<file path="config.mk">
export PLATFORM = sky130hd
export DESIGN_NAME = regbus2axi4lite_flat
export DESIGN_NICKNAME = d
export VERILOG_FILES = /design/src/rtl/regbus2axi4lite_if.sv /design/src/rtl/regbus2axi4lite.sv /design/src/flat_wrapper.sv
export SDC_FILE = /design/constraint.sdc
export NUM_CORES = 1
export LEC_CHECK = 0
export ABC_CLOCK_PERIOD_IN_PS = 3900
export BUFFER_PORTS_ARGS = -buffer_cell sky130_fd_sc_hd__buf_2
export CAP_MARGIN = 10
export CELL_PAD_IN_SITES_DETAIL_PLACEMENT = 1
export CELL_PAD_IN_SITES_GLOBAL_PLACEMENT = 1
export CORE_MARGIN = 2
export CORE_UTILIZATION = 40
export CTS_CLUSTER_SIZE = 10
export DETAILED_ROUTE_END_ITERATION = 12
export PLACE_DENSITY_LB_ADDON = 0.1
export SLEW_MARGIN = 20
export SYNTH_ARGS = -nofsm -noshare
export SYNTH_HDL_FRONTEND = slang
export SYNTH_SLANG_ARGS = --single-unit
</file>
<file path="constraint.sdc">
create_clock -name clk -period 3.9 [get_ports clk]
set_clock_uncertainty 0.2 [all_clocks]
set_input_delay 0.39 -clock clk [delete_from_list [all_inputs] [get_ports clk]]
set_output_delay 0.39 -clock clk [all_outputs]
set_load 0.005 [all_outputs]
</file>
<file path="src/rtl/regbus2axi4lite_if.sv">
// Interface carrying the regbus request/response signals and the five
// AXI4-lite channels of regbus2axi4lite.
//   master : view of the bridge (regbus responder + AXI4-lite master)
//   slave  : view of the environment (regbus requester + AXI4-lite slave)
// Parameters: ADDR_W (address width), DATA_W (data width, multiple of 8).
interface regbus2axi4lite_if #(
  parameter int ADDR_W = 32,
  parameter int DATA_W = 32
);
  // regbus side
  logic                  addr_valid;
  logic                  reg_write;
  logic [ADDR_W-1:0]     reg_addr;
  logic [DATA_W-1:0]     reg_wdata;
  logic                  reg_ready;
  logic [DATA_W-1:0]     reg_rdata;
  logic                  reg_err;
  // AXI4-lite write channels
  logic                  awvalid;
  logic [ADDR_W-1:0]     awaddr;
  logic                  awready;
  logic                  wvalid;
  logic [DATA_W-1:0]     wdata;
  logic [DATA_W/8-1:0]   wstrb;
  logic                  wready;
  logic                  bvalid;
  logic [1:0]            bresp;
  logic                  bready;
  // AXI4-lite read channels
  logic                  arvalid;
  logic [ADDR_W-1:0]     araddr;
  logic                  arready;
  logic                  rvalid;
  logic [DATA_W-1:0]     rdata;
  logic [1:0]            rresp;
  logic                  rready;

  modport master (
    input  addr_valid, reg_write, reg_addr, reg_wdata,
    output reg_ready, reg_rdata, reg_err,
    output awvalid, awaddr, input awready,
    output wvalid, wdata, wstrb, input wready,
    input  bvalid, bresp, output bready,
    output arvalid, araddr, input arready,
    input  rvalid, rdata, rresp, output rready
  );

  modport slave (
    output addr_valid, reg_write, reg_addr, reg_wdata,
    input  reg_ready, reg_rdata, reg_err,
    input  awvalid, awaddr, output awready,
    input  wvalid, wdata, wstrb, output wready,
    output bvalid, bresp, input bready,
    input  arvalid, araddr, output arready,
    output rvalid, rdata, rresp, input rready
  );
endinterface

</file>
<file path="src/rtl/regbus2axi4lite.sv">
// regbus2axi4lite: accepts one single-beat regbus request at a time and
// issues it as a fully handshaked AXI4-lite master transaction. All outputs
// are registered.
// Ports:
//   clk   - clock
//   rst_n - asynchronous active-low reset (abandons any transaction)
//   bus   - regbus2axi4lite_if.master: regbus request/response + AXI4-lite
// Parameters: ADDR_W, DATA_W, TIMEOUT_CYCLES.
// Optional feature: define REGBUS2AXI_TIMEOUT_EN to add a watchdog that
// aborts a transaction after TIMEOUT_CYCLES busy cycles with reg_err=1.
//
// state   | meaning
// IDLE    | waiting for addr_valid
// WR      | AW and W channels in flight, each completes independently
// WR_RESP | waiting for the B response
// RD_ADDR | AR channel in flight
// RD_DATA | waiting for the R response
// DONE    | reg_ready pulse; no request is accepted here
module regbus2axi4lite #(
  parameter int ADDR_W         = 32,
  parameter int DATA_W         = 32,
  parameter int TIMEOUT_CYCLES = 1024
) (
  input logic               clk,
  input logic               rst_n,
  regbus2axi4lite_if.master bus
);

  typedef enum logic [2:0] {
    IDLE    = 3'd0,
    WR      = 3'd1,
    WR_RESP = 3'd2,
    RD_ADDR = 3'd3,
    RD_DATA = 3'd4,
    DONE    = 3'd5
  } state_t;

  state_t              state_q, state_nxt;
  logic                awvalid_q, awvalid_nxt;
  logic                wvalid_q, wvalid_nxt;
  logic                bready_q, bready_nxt;
  logic                arvalid_q, arvalid_nxt;
  logic                rready_q, rready_nxt;
  logic                aw_done_q, aw_done_nxt;
  logic                w_done_q, w_done_nxt;
  logic [ADDR_W-1:0]   awaddr_q, awaddr_nxt;
  logic [ADDR_W-1:0]   araddr_q, araddr_nxt;
  logic [DATA_W-1:0]   wdata_q, wdata_nxt;
  logic                reg_ready_q, reg_ready_nxt;
  logic [DATA_W-1:0]   reg_rdata_q, reg_rdata_nxt;
  logic                reg_err_q, reg_err_nxt;

  logic aw_hs, w_hs, b_hs, ar_hs, r_hs;

  assign aw_hs = awvalid_q & bus.awready;
  assign w_hs  = wvalid_q  & bus.wready;
  assign b_hs  = bready_q  & bus.bvalid;
  assign ar_hs = arvalid_q & bus.arready;
  assign r_hs  = rready_q  & bus.rvalid;

  // Only bit 1 of a response distinguishes error (SLVERR/DECERR) from success.
  logic unused_resp_lsb;
  assign unused_resp_lsb = bus.bresp[0] ^ bus.rresp[0];

`ifdef REGBUS2AXI_TIMEOUT_EN
  localparam int TO_W = $clog2(TIMEOUT_CYCLES) + 1;
  logic [TO_W-1:0] cnt_q, cnt_nxt;
`else
  localparam int unused_timeout_cycles = TIMEOUT_CYCLES;
`endif

  always_comb begin
    state_nxt     = state_q;
    awvalid_nxt   = awvalid_q;
    wvalid_nxt    = wvalid_q;
    bready_nxt    = bready_q;
    arvalid_nxt   = arvalid_q;
    rready_nxt    = rready_q;
    aw_done_nxt   = aw_done_q;
    w_done_nxt    = w_done_q;
    awaddr_nxt    = awaddr_q;
    araddr_nxt    = araddr_q;
    wdata_nxt     = wdata_q;
    reg_ready_nxt = 1'b0;
    reg_rdata_nxt = reg_rdata_q;
    reg_err_nxt   = reg_err_q;
`ifdef REGBUS2AXI_TIMEOUT_EN
    cnt_nxt       = cnt_q + TO_W'(1);
`endif

    case (state_q)
      IDLE: begin
`ifdef REGBUS2AXI_TIMEOUT_EN
        cnt_nxt = '0;
`endif
        if (bus.addr_valid) begin
          aw_done_nxt = 1'b0;
          w_done_nxt  = 1'b0;
          if (bus.reg_write) begin
            state_nxt   = WR;
            awvalid_nxt = 1'b1;
            wvalid_nxt  = 1'b1;
            awaddr_nxt  = bus.reg_addr;
            wdata_nxt   = bus.reg_wdata;
          end else begin
            state_nxt   = RD_ADDR;
            arvalid_nxt = 1'b1;
            araddr_nxt  = bus.reg_addr;
          end
        end
      end
      WR: begin
        if (aw_hs) begin
          awvalid_nxt = 1'b0;
          aw_done_nxt = 1'b1;
        end
        if (w_hs) begin
          wvalid_nxt = 1'b0;
          w_done_nxt = 1'b1;
        end
        // A handshake in this cycle counts as done so both channels may
        // finish together without an extra cycle.
        if ((aw_done_q | aw_hs) & (w_done_q | w_hs)) begin
          state_nxt  = WR_RESP;
          bready_nxt = 1'b1;
        end
      end
      WR_RESP: begin
        if (b_hs) begin
          bready_nxt    = 1'b0;
          reg_err_nxt   = bus.bresp[1];
          reg_rdata_nxt = '0;
          reg_ready_nxt = 1'b1;
          state_nxt     = DONE;
        end
      end
      RD_ADDR: begin
        if (ar_hs) begin
          arvalid_nxt = 1'b0;
          rready_nxt  = 1'b1;
          state_nxt   = RD_DATA;
        end
      end
      RD_DATA: begin
        if (r_hs) begin
          rready_nxt    = 1'b0;
          reg_rdata_nxt = bus.rdata;
          reg_err_nxt   = bus.rresp[1];
          reg_ready_nxt = 1'b1;
          state_nxt     = DONE;
        end
      end
      DONE: begin
        state_nxt = IDLE;
      end
      default: begin
        state_nxt = IDLE;
      end
    endcase

`ifdef REGBUS2AXI_TIMEOUT_EN
    // Watchdog abort overrides any handshake landing in the same cycle.
    if ((state_q != IDLE) && (state_q != DONE) &&
        (cnt_q == TO_W'(TIMEOUT_CYCLES - 1))) begin
      awvalid_nxt   = 1'b0;
      wvalid_nxt    = 1'b0;
      bready_nxt    = 1'b0;
      arvalid_nxt   = 1'b0;
      rready_nxt    = 1'b0;
      reg_err_nxt   = 1'b1;
      reg_rdata_nxt = '0;
      reg_ready_nxt = 1'b1;
      state_nxt     = DONE;
    end
`endif
  end

  always_ff @(posedge clk or negedge rst_n) begin
    if (!rst_n) begin
      state_q     <= IDLE;
      awvalid_q   <= 1'b0;
      wvalid_q    <= 1'b0;
      bready_q    <= 1'b0;
      arvalid_q   <= 1'b0;
      rready_q    <= 1'b0;
      aw_done_q   <= 1'b0;
      w_done_q    <= 1'b0;
      awaddr_q    <= '0;
      araddr_q    <= '0;
      wdata_q     <= '0;
      reg_ready_q <= 1'b0;
      reg_rdata_q <= '0;
      reg_err_q   <= 1'b0;
`ifdef REGBUS2AXI_TIMEOUT_EN
      cnt_q       <= '0;
`endif
    end else begin
      state_q     <= state_nxt;
      awvalid_q   <= awvalid_nxt;
      wvalid_q    <= wvalid_nxt;
      bready_q    <= bready_nxt;
      arvalid_q   <= arvalid_nxt;
      rready_q    <= rready_nxt;
      aw_done_q   <= aw_done_nxt;
      w_done_q    <= w_done_nxt;
      awaddr_q    <= awaddr_nxt;
      araddr_q    <= araddr_nxt;
      wdata_q     <= wdata_nxt;
      reg_ready_q <= reg_ready_nxt;
      reg_rdata_q <= reg_rdata_nxt;
      reg_err_q   <= reg_err_nxt;
`ifdef REGBUS2AXI_TIMEOUT_EN
      cnt_q       <= cnt_nxt;
`endif
    end
  end

  assign bus.reg_ready = reg_ready_q;
  assign bus.reg_rdata = reg_rdata_q;
  assign bus.reg_err   = reg_err_q;
  assign bus.awvalid   = awvalid_q;
  assign bus.awaddr    = awaddr_q;
  assign bus.wvalid    = wvalid_q;
  assign bus.wdata     = wdata_q;
  assign bus.wstrb     = '1;
  assign bus.bready    = bready_q;
  assign bus.arvalid   = arvalid_q;
  assign bus.araddr    = araddr_q;
  assign bus.rready    = rready_q;

endmodule

</file>
<file path="src/flat_wrapper.sv">
// flat-port wrapper written by rule: the top's interface ports become plain ports
module regbus2axi4lite_flat 
#(
  parameter int ADDR_W         = 32,
  parameter int DATA_W         = 32,
  parameter int TIMEOUT_CYCLES = 1024
)
  (clk, rst_n, bus_addr_valid, bus_reg_write, bus_reg_addr, bus_reg_wdata, bus_reg_ready, bus_reg_rdata, bus_reg_err, bus_awvalid, bus_awaddr, bus_awready, bus_wvalid, bus_wdata, bus_wstrb, bus_wready, bus_bvalid, bus_bresp, bus_bready, bus_arvalid, bus_araddr, bus_arready, bus_rvalid, bus_rdata, bus_rresp, bus_rready);
  regbus2axi4lite_if #(.ADDR_W(ADDR_W), .DATA_W(DATA_W)) bus_i ();
  input logic clk;
  input logic rst_n;
  input wire logic [$bits(bus_i.addr_valid)-1:0] bus_addr_valid;
  input wire logic [$bits(bus_i.reg_write)-1:0] bus_reg_write;
  input wire logic [$bits(bus_i.reg_addr)-1:0] bus_reg_addr;
  input wire logic [$bits(bus_i.reg_wdata)-1:0] bus_reg_wdata;
  output wire logic [$bits(bus_i.reg_ready)-1:0] bus_reg_ready;
  output wire logic [$bits(bus_i.reg_rdata)-1:0] bus_reg_rdata;
  output wire logic [$bits(bus_i.reg_err)-1:0] bus_reg_err;
  output wire logic [$bits(bus_i.awvalid)-1:0] bus_awvalid;
  output wire logic [$bits(bus_i.awaddr)-1:0] bus_awaddr;
  input wire logic [$bits(bus_i.awready)-1:0] bus_awready;
  output wire logic [$bits(bus_i.wvalid)-1:0] bus_wvalid;
  output wire logic [$bits(bus_i.wdata)-1:0] bus_wdata;
  output wire logic [$bits(bus_i.wstrb)-1:0] bus_wstrb;
  input wire logic [$bits(bus_i.wready)-1:0] bus_wready;
  input wire logic [$bits(bus_i.bvalid)-1:0] bus_bvalid;
  input wire logic [$bits(bus_i.bresp)-1:0] bus_bresp;
  output wire logic [$bits(bus_i.bready)-1:0] bus_bready;
  output wire logic [$bits(bus_i.arvalid)-1:0] bus_arvalid;
  output wire logic [$bits(bus_i.araddr)-1:0] bus_araddr;
  input wire logic [$bits(bus_i.arready)-1:0] bus_arready;
  input wire logic [$bits(bus_i.rvalid)-1:0] bus_rvalid;
  input wire logic [$bits(bus_i.rdata)-1:0] bus_rdata;
  input wire logic [$bits(bus_i.rresp)-1:0] bus_rresp;
  output wire logic [$bits(bus_i.rready)-1:0] bus_rready;
  assign bus_i.addr_valid = bus_addr_valid;
  assign bus_i.reg_write = bus_reg_write;
  assign bus_i.reg_addr = bus_reg_addr;
  assign bus_i.reg_wdata = bus_reg_wdata;
  assign bus_reg_ready = bus_i.reg_ready;
  assign bus_reg_rdata = bus_i.reg_rdata;
  assign bus_reg_err = bus_i.reg_err;
  assign bus_awvalid = bus_i.awvalid;
  assign bus_awaddr = bus_i.awaddr;
  assign bus_i.awready = bus_awready;
  assign bus_wvalid = bus_i.wvalid;
  assign bus_wdata = bus_i.wdata;
  assign bus_wstrb = bus_i.wstrb;
  assign bus_i.wready = bus_wready;
  assign bus_i.bvalid = bus_bvalid;
  assign bus_i.bresp = bus_bresp;
  assign bus_bready = bus_i.bready;
  assign bus_arvalid = bus_i.arvalid;
  assign bus_araddr = bus_i.araddr;
  assign bus_i.arready = bus_arready;
  assign bus_i.rvalid = bus_rvalid;
  assign bus_i.rdata = bus_rdata;
  assign bus_i.rresp = bus_rresp;
  assign bus_rready = bus_i.rready;
  regbus2axi4lite #(.ADDR_W(ADDR_W), .DATA_W(DATA_W), .TIMEOUT_CYCLES(TIMEOUT_CYCLES)) u_core (.clk(clk), .rst_n(rst_n), .bus(bus_i));
endmodule
</file>
==> metrics.yaml, run 1 <==
global_route:
  grt_max_degree: 72
  grt_pass1_vias: 4383
  grt.overflow.total: 0
  antenna_found_initial: 1
  grt.total_usage: 0.206
  grt_pass1_wl_mm: 23.1
timing:
  maxSlewViolCount: 0
  fin_tns_setup_ns: 0
  rsz0062_at_grt: "false"
  period_minus_slack_ns: 2.72
  tightest_slew_ns: 1.02
  setup_viol: 0
  fin_crit_sh: 0.697
  fmax_mhz: 368
  relSlewSlack: 0.322
  finalHoldViolCount: 0
run:
  drv_cap: 0
logic_synthesis:
  synthCells: 349
  yosysTopAreaCellShare: 0.636
  syn_area_sq_um: 5510
  async_reset_ff_frac: 1.00
  synth_warnings: 0
  syn_avg_cell_area_sq_um: 15.8
  synth_ff_type: "dfrtp_1"
  synth-seq-area-share: 0.636
  yosysUniqueCellTypes: 31
  ys_top_cells_by_count: "dfrtp_1 (140), mux2_2 (68), a22o_1 (32)"
  synth_seq_cells: 140
  synth_area_leaders: "dfrtp_1 (64%), mux2_2 (14%), mux2_4 (7.9%)"
  synth_edf_count: 0
  post-synth-top-area-cell: "dfrtp_1"
  synth.most_common_cell: "dfrtp_1"
finish:
  stdcell_area_sq_um: 7870
  fin_cells: 831
  area_growth_pct: 42.8
  drive_gt1_frac: 0.576
  ff_latch_area_sq_um: 3500
  num-nets-final: 751
  fill_cells: 1401
  multi_input_area_sq_um: 1790
  insertedDiodeCount: 0
placement:
  placed_cell_area_sq_um: 6790
  io_buffers: 241
  hpwl_mm: 9.71
  gp_congestion: 0.732
  place_inst: 749
setup_path:
  r2r-end: "u_core.bus.awaddr[17]"
  ff2ff_path_depth: 4
  critPathCaptureType: "flip-flop"
  arrival_ns: 2.81
  r2r_start: "u_core.state_q[0]"
  crit_start: "u_core.state_q[0]"
  required_ns: 4.00
  worst-path-max-fanout: 39
  r2r_slack_ns: 1.18
  critPathCapture: "u_core.bus.awaddr[17]"
  startpoint_type: "flip-flop"
  crit_type: "reg -> reg"
routing:
  ant_nets: 0
  vias_per_cell: 4.85
  drc: 0
  via_count: 4027
  drt_iter0_drc: 168
  post_drt_wl_per_cell_microns: 17.8
  dr.pass1.iters: 4
  wirelength_mm: 14.8
clocking:
  cts.sinks: 140
  cts_buffer_depth: 2
  cts_tree: "built"
  cts_root_buf: "clkbuf_16"
  tritoncts.num_buffers: 17
  cts.clk_slew.worst_paths_ns: 0.06
  cts_resized: 0
  cts.htree.levels: 4
  clock_latency_ns: 0.42
  cts_setup_buffers: 0
  ctsHoldBuffers: 46
power:
  power_density_nw_per_um2: 402
  power_leakage_nw: 4.55
  power.total_mw: 3.16
  ir_drop_uv: 299
floorplan:
  ios: 248
  die_area_sq_um: 14700
  row_count: 42
  die_h_microns: 121
  core_area_sq_um: 13300
  start_util: 0.413
  chipWidth_microns: 121
run_status:
  status: "complete, no violations"
min_path:
  min_path_type: "in -> reg"
flip-flops by register name, summed over array words and instances, names as in the netlist, 3 cells and up:
signal	cells
u_core.bus.awaddr	32
u_core.state_q	3
u_core.bus.araddr	32
u_core.bus.wdata	32
u_core.bus.reg_rdata	32
worst max-delay path, stage by stage (launching register included):
cell and delay, ns:
dfrtp_1 0.63, nand2b_1 0.19, or2_2 0.77, buf_4 0.42, mux2_2 0.38
area by class of cell:
cell class / instances / share of cell area
flip-flops and latches: 140 / 0.445
multi-input cells: 183 / 0.228
repair buffers: 295 / 0.223
clock buffers: 19 / 0.0550
well taps: 176 / 0.0280
clock inverters: 13 / 0.0183
inverters: 5 / 0.00239
metal layers:
layer / up-vias / wire (microns) / track usage / share of wire
li1: 1826 / - / - / -
met1: 2019 / 5910 / 0.237 / 0.40
met4: 2 / 310 / 0.0718 / 0.021
met2: 155 / 7460 / 0.346 / 0.50
met5: - / 10 / 0 / 0.00067
met3: 25 / 1140 / 0.0827 / 0.077
placed cells by master (no fill, tap or decap), types with 2 or more instances in the layout:
cell / netlist / layout
dfrtp_1: 140 / 140
a21oi_1: 10 / 10
buf_2: 5 / 240
nand2_1: 10 / 10
buf_4: 5 / 3
nor3_1: 2 / 2
inv_1: 5 / 5
mux2_2: 68 / 68
a31oi_1: 3 / 3
inv_6: 0 / 2
conb_1: 1 / 4
nor2_1: 7 / 7
bufinv_16: 0 / 2
clkinv_2: 0 / 2
clkbuf_16: 0 / 17
mux2_4: 29 / 29
nand2b_1: 2 / 2
clkbuf_1: 1 / 2
a22o_1: 32 / 32
clkinvlp_4: 0 / 4
clkinv_4: 0 / 3
a32oi_1: 2 / 2
dlygate4sd3_1: 0 / 50
how the worst min path moves through the flow:
stage / startpoint / to / slack [ns] / depth (start not counted)
2_1_floorplan: rst_n / u_core.aw_done_q / -0.11 / 0
3_3_place_gp: rst_n / u_core.bus.reg_rdata[8] / 0.23 / 1
3_5_place_dp: rst_n / u_core.bus.reg_rdata[8] / 0.24 / 1
4_1_cts: bus_reg_wdata[27] / u_core.bus.wdata[27] / 0.0006 / 2
5_1_grt: bus_reg_wdata[16] / u_core.bus.wdata[16] / 0.002 / 2
6_report: bus_reg_wdata[16] / u_core.bus.wdata[16] / 0.01 / 2
power breakdown:
part | internal [mW] | switching [mW] | leakage, nW
Combinational | 0.0754 | 0.0601 | 2.34
Clock | 0.944 | 0.627 | 0.270
Sequential | 1.45 | 0 | 1.94
metrics by stage:
step	utilization	setup slack, ns	hold slack (ns)
floorplan	-	1.96	-0.106
global placement	0.508	1.20	0.230
detailed placement	0.508	1.16	0.244
CTS	0.586	1.13	0.000559
global route	0.589	0.962	0.00161
finish	0.589	1.18	0.0128
cells by family after synthesis:
family                 after synthesis  share of synthesized area
buffers and inverters               29                     0.0420
other                                1                   0.000681
muxes                               98                      0.220
DFF                                140                      0.636
and+or+nand+nor                     28                     0.0248
AOI/OAI and AO/OA                   53                     0.0770
Note: power is estimated with default switching activity, not from simulation.
==> inputs of run 2 (changes only) <==
--- a/config.mk
+++ b/config.mk
@@ -5,13 +5,13 @@
 export SDC_FILE = /design/constraint.sdc
 export NUM_CORES = 1
 export LEC_CHECK = 0
-export ABC_CLOCK_PERIOD_IN_PS = 3900
+export ABC_CLOCK_PERIOD_IN_PS = 2400
 export BUFFER_PORTS_ARGS = -buffer_cell sky130_fd_sc_hd__buf_2
 export CAP_MARGIN = 10
 export CELL_PAD_IN_SITES_DETAIL_PLACEMENT = 1
 export CELL_PAD_IN_SITES_GLOBAL_PLACEMENT = 1
 export CORE_MARGIN = 2
-export CORE_UTILIZATION = 40
+export CORE_UTILIZATION = 33
 export CTS_CLUSTER_SIZE = 10
 export DETAILED_ROUTE_END_ITERATION = 12
 export PLACE_DENSITY_LB_ADDON = 0.1
==> constraint.sdc (replaced) <==
create_clock -name clk -period 2.4 [get_ports clk]
set_clock_uncertainty 0.2 [all_clocks]
set_input_delay 0.24 -clock clk [delete_from_list [all_inputs] [get_ports clk]]
set_output_delay 0.24 -clock clk [all_outputs]
set_load 0.005 [all_outputs]
==> metrics.yaml, run 2 (synthesis gave the netlist of run 1 again) <==
run_status:
  status: "complete, no violations"
power:
  p_seq_frac: 0.443  # -0.017
  p_clk_frac: 0.501  # +0.004
  swShare: 0.206  # -0.0112
  switchingPower_mw: 1.10  # +60%
  combPwrFrac: 0.056  # +0.013
  power_density_nw_per_um2: 620  # +54%
  p_int_mw: 4.23  # +71%
  ir_drop_uv: 452  # +51%
  power_leakage_nw: 4.86  # +6.7%
routing:
  wirelength_mm: 15.8  # +6.2%
  via_count: 4240  # +5.3%
  post_drt_wl_per_cell_microns: 16.8  # -5.8%
  drc: 0  # unchanged
  ant_nets: 0  # unchanged
  dr.pass1.iters: 4  # unchanged
  drt_iter0_drc: 143  # -15%
  vias_per_cell: 4.53  # -6.6%
clocking:
  cts.clk_slew.worst_paths_ns: 0.06  # about the same
  cts_buffer_depth: 2  # unchanged
  cts.sinks: 140  # unchanged
  cts.htree.levels: 4  # unchanged
  clock_latency_ns: 0.41  # about the same
  cts_tree: "built"
  tritoncts.num_buffers: 17  # unchanged
  cts_resized: 0  # unchanged
  cts_root_buf: "clkbuf_16"
timing:
  setup_viol: 0  # unchanged
  fin_tns_setup_ns: 0  # unchanged
  fin_ws_ns: 0.209  # -0.974 ns
  fmax_mhz: 456  # +24%
  finalHoldViolCount: 0  # unchanged
  rsz0062_at_grt: "false"
  fin_crit_sh: 0.913  # +0.216
  tightest_slew_ns: 0.538  # -0.479 ns
  period_minus_slack_ns: 2.19  # -0.526 ns
  relSlewSlack: 0.641  # +0.319
  maxSlewViolCount: 0  # unchanged
finish:
  final_core_util: 0.522  # -0.0678
  num-nets-final: 813  # +8.3%
  fill_cells: 1753  # +25%
  ff_latch_area_sq_um: 3500  # unchanged
  layout_common_cells: "buf_2 (240), dfrtp_1 (140), dlygate4sd3_1 (106), mux2_2 (68), a22o_1 (32)"
  area_growth_pct: 55.8
  multi_input_area_sq_um: 1790  # -0.21%
  stdcell_area_sq_um: 8590  # +9.2%
  insertedDiodeCount: 0  # unchanged
  drive_gt1_frac: 0.534  # -0.0414
  final_common_cell: "buf_2"
setup_path:
  crit_chain: "nor2_4 -> nand2_2 -> or3_2 -> buf_4 -> mux2_4"
  r2r_start: "u_core.state_q[1]"
  startpoint_type: "flip-flop"
  ff2ff_path_depth: 5  # +1
  required_ns: 2.50  # -1.50 ns
  cp_num_cells: 5  # +1
  r2r-end: "u_core.bus.araddr[24]"
  r2r_slack_ns: 0.21  # -0.97 ns
  arrival_ns: 2.29  # -0.52 ns
  critPathCapture: "u_core.bus.araddr[24]"
  crit_start: "u_core.state_q[1]"
  critPathCaptureType: "flip-flop"
  worst-path-max-fanout: 11  # -72%
  cp_slowest_cell: "dfrtp_1"
  critPathBufInv: 1  # unchanged
  crit_family: "simple AND/OR/NAND/NOR gates"
  crit_type: "reg -> reg"
  cpPeakStageDelay_ns: 0.49  # -0.28 ns
floorplan:
  start_util: 0.335  # -0.0782
  core_area_sq_um: 16500  # +23%
  chipWidth_microns: 133  # +9.8%
  die_h_microns: 133  # +9.8%
  row_count: 47  # +12%
  ios: 248  # unchanged
  die_area_sq_um: 17700  # +20%
placement:
  io_buffers: 241  # unchanged
  place_ws_ns: 0.186  # -0.972 ns
  hpwl_mm: 10.1  # +3.9%
  placed_cell_area_sq_um: 6920  # +2.0%
  gp_congestion: 0.740  # +1.1%
global_route:
  grt.total_usage: 0.184  # -0.0213
  grt_max_degree: 54  # -25%
  grt_pass1_vias: 4836  # +10%
  antenna_found_initial: 0  # -1
  grt_pass1_wl_mm: 25.5  # +10%
  grt.overflow.total: 0  # unchanged
run:
  drv_cap: 0  # unchanged
min_path:
  min_path_type: "in -> reg"
## run 2: changes by cell type in the layout (fill, tap and decap cells not counted), sizes merged
cell / change
inv: -2
clkinvlp: -2
clkinv: +1
dlygate4sd3: +56
buf: +6
bufinv: +1
clkbuf: +2
## run 2: timing repair
action	in CTS	in global routing
hold endpoints to repair	188	0
setup buffers	0	0
hold buffers	106	0
## run 2: power by group through the flow
stage | logic (mW) | registers, mW | clock network (mW)
floorplan | 0.0134 | 2.40 | 0
global placement | 0.156 | 2.40 | 0
detailed placement | 0.162 | 2.40 | 0
CTS | 0.299 | 2.36 | 2.75
global route | 0.329 | 2.36 | 2.87
finish | 0.298 | 2.36 | 2.67
## run 2: tightest hold or removal path, stage by stage
cell and delay [ns]:
buf_2 0.11, nand2_2 0.08, a21oi_1 0.07, nor2_1 0.08
## run 2: layout make-up
cell class	instances	share of cell area
tap	220	0.0321
timing repair buffer	357	0.279
sequential	140	0.408
inverter	5	0.00219
clock buffer	21	0.0536
clock inverter	11	0.0166
multi-input combinational	183	0.208
## run 2: stage by stage
stage                     power, mW  hold slack (ns)  std cells
final                          5.33           0.0176        937
after floorplan                2.42           -0.256        352
after global routing           5.56           0.0370        937
after global placement         2.56           0.0281        799
after CTS                      5.41          0.00424        937
after detailed placement       2.57           0.0260        799
## run 2: worst min-delay path by stage
stage                              start                       end  slack [ns]  cells past startpoint
after CTS                 bus_addr_valid          u_core.aw_done_q       0.004                      4
final                     bus_addr_valid          u_core.aw_done_q        0.02                      4
after floorplan                    rst_n          u_core.aw_done_q       -0.26                      0
after global routing      bus_addr_valid          u_core.aw_done_q        0.04                      4
after detailed placement           rst_n  u_core.bus.reg_rdata[13]        0.03                      1
after global placement             rst_n  u_core.bus.reg_rdata[13]        0.03                      1
## run 2: per-layer routing
metal,up-vias,part of all wire,global-route usage
met5,-,0,0
met4,0,0.023,0.0733
met3,26,0.066,0.0552
met2,147,0.51,0.321
met1,2109,0.40,0.213
li1,1958,-,-
==> inputs of run 3 (changes only) <==
--- a/config.mk
+++ b/config.mk
@@ -15,6 +15,7 @@
 export CTS_CLUSTER_SIZE = 10
 export DETAILED_ROUTE_END_ITERATION = 12
 export PLACE_DENSITY_LB_ADDON = 0.1
+export SETUP_SLACK_MARGIN = 0.4
 export SLEW_MARGIN = 20
 export SYNTH_ARGS = -nofsm -noshare
 export SYNTH_HDL_FRONTEND = slang
==> metrics.yaml, run 3 (synthesis gave the netlist of run 1 again) <==
finish:
  num-nets-final: 818  # +0.62%
  final_common_cell: "buf_2"
  drive_gt1_frac: 0.544  # +0.0102
  fin_cells: 942  # +0.53%
  ff_latch_area_sq_um: 3510  # +0.11%
  area_growth_pct: 57.2
  insertedDiodeCount: 0  # unchanged
  fill_cells: 1750  # -0.17%
  multi_input_area_sq_um: 1800  # +0.49%
  layout_common_cells: "buf_2 (240), dfrtp_1 (137), dlygate4sd3_1 (105), mux2_2 (68), a22o_1 (32)"
placement:
  place_inst: 799  # unchanged
  io_buffers: 241  # unchanged
  hpwl_mm: 10.1  # unchanged
  gp_congestion: 0.740  # unchanged
floorplan:
  row_count: 47  # unchanged
  core_area_sq_um: 16500  # unchanged
  die_area_sq_um: 17700  # unchanged
  ios: 248  # unchanged
  start_util: 0.335  # unchanged
  die_h_microns: 133  # unchanged
  chipWidth_microns: 133  # unchanged
global_route:
  grt_pass1_wl_mm: 25.5  # about the same
  grt_pass1_vias: 4824  # -0.25%
  grt.overflow.total: 0  # unchanged
  grt.total_usage: 0.184  # about the same
  antenna_found_initial: 0  # unchanged
  grt_max_degree: 54  # unchanged
timing:
  relSlewSlack: 0.652  # +0.0107
  tightest_slew_ns: 0.522  # -0.0161 ns
  rsz0062_at_grt: "true"
  setup_viol: 0  # unchanged
  finalHoldViolCount: 0  # unchanged
  fmax_mhz: 520  # +14%
  period_minus_slack_ns: 1.92  # -0.266 ns
  fin_crit_sh: 0.802  # -0.111
  fin_tns_setup_ns: 0  # unchanged
  maxSlewViolCount: 0  # unchanged
power:
  power_density_nw_per_um2: 616  # -0.78%
  p_clk_frac: 0.501  # about the same
  ir_drop_uv: 448  # -0.68%
  switchingPower_mw: 1.10  # +0.23%
  combPwrFrac: 0.056  # about the same
  p_int_mw: 4.23  # about the same
  power_leakage_nw: 4.89  # +0.70%
  p_seq_frac: 0.443  # about the same
  swShare: 0.207  # +0.000364
clocking:
  tritoncts.num_buffers: 17  # unchanged
  clock_latency_ns: 0.41  # about the same
  cts_root_buf: "clkbuf_16"
  cts.clk_slew.worst_paths_ns: 0.06  # about the same
  cts_buffer_depth: 2  # unchanged
  cts_tree: "built"
  cts.htree.levels: 4  # unchanged
  cts.sinks: 140  # unchanged
run_status:
  status: "complete, no violations"
routing:
  drt-met1-wl_mm: 6.35  # +1.3%
  post_drt_wl_per_cell_microns: 17.1  # +1.9%
  ant_nets: 0  # unchanged
  dr.pass1.iters: 4  # unchanged
  drc: 0  # unchanged
  wirelength_mm: 16.1  # +2.4%
  via_count: 4281  # +0.97%
  wl_met2_mm: 8.40  # +3.8%
  drt_iter0_drc: 128  # -10%
  vias_per_cell: 4.54  # +0.43%
  highest_layer: "met4"
  wl_met3_mm: 1.07  # +2.7%
setup_path:
  critPathCaptureType: "flip-flop"
  worst-path-max-fanout: 8  # -3
  arrival_ns: 2.01  # -0.28 ns
  startpoint_type: "flip-flop"
  required_ns: 2.49  # about the same
  crit_type: "reg -> reg"
min_path:
  min_path_type: "in -> reg"
run:
  drv_cap: 0  # unchanged
==> run 3: cell type report <==
class	count	area share
Inverter	5	0.00217
Sequential cell	140	0.405
Tap cell	220	0.0318
Clock inverter	11	0.0165
Clock buffer	21	0.0532
Multi-Input combinational cell	183	0.207
Timing Repair Buffer	362	0.284
==> run 3: power by group through the flow <==
stage | registers [mW] | logic [mW] | clock network, mW
final | 2.36 | 0.298 | 2.67
after global routing | 2.36 | 0.329 | 2.87
after CTS | 2.36 | 0.299 | 2.75
after detailed placement | 2.40 | 0.162 | 0
after global placement | 2.40 | 0.156 | 0
after floorplan | 2.40 | 0.0134 | 0
==> run 3: timing repair <==
| action | 4_1_cts | 5_1_grt |
|---|---|---|
| setup buffers | 1 | 4 |
| hold endpoints to repair | 188 | 0 |
| hold buffers | 105 | 0 |
| resized for setup | 4 | 3 |
| endpoints found under the setup margin | 97 | 59 |
| gates cloned | 0 | 1 |
| pin swaps | 1 | 0 |
==> run 3: worst paths after layout <==
| kind | slack, ns | depth (start not counted) | start | to |
|---|---|---|---|---|
| setup / recovery | 0.48 | 6 | u_core.state_q[1] | u_core.state_q[0] |
| hold / removal | 0.03 | 4 | bus_addr_valid | u_core.aw_done_q |
| setup reg to reg | 0.48 | 6 | u_core.state_q[1] | u_core.state_q[0] |
| hold reg to reg | 0.29 | 1 | u_core.bus.reg_rdata[25] | u_core.bus.reg_rdata[25] |
| max in group asynchronous | 0.97 | 3 | rst_n | u_core.bus.awvalid |
| min in group asynchronous | 0.15 | 2 | rst_n | u_core.bus.reg_rdata[13] |
==> run 3: through the flow <==
stage	utilization	hold WS (ns)	power [mW]	setup slack [ns]	area, sq um
global route	0.526	0.0427	5.56	0.362	8660
global placement	0.420	0.0281	2.56	0.251	6920
detailed placement	0.420	0.0260	2.57	0.186	6920
finish	0.526	0.0252	5.33	0.476	8660
CTS	0.522	0.00424	5.41	0.395	8590
floorplan	-	-0.256	2.42	0.460	5520
==> run 3: worst max-delay path, cell delays in order (launching register included) <==
cell and delay (ns):
dfrtp_2 0.47, buf_4 0.16, nand2b_1 0.08, nor2_1 0.08, o2bb2ai_1 0.18, nor3_2 0.28, mux2_2 0.37
==> run 3: metal layers <==
| layer | global-route usage | vias to the layer above |
|---|---|---|
| li1 | - | 1967 |
| met1 | 0.213 | 2144 |
| met2 | 0.321 | 147 |
| met3 | 0.0552 | 23 |
| met4 | 0.0733 | 0 |
| met5 | 0 | - |
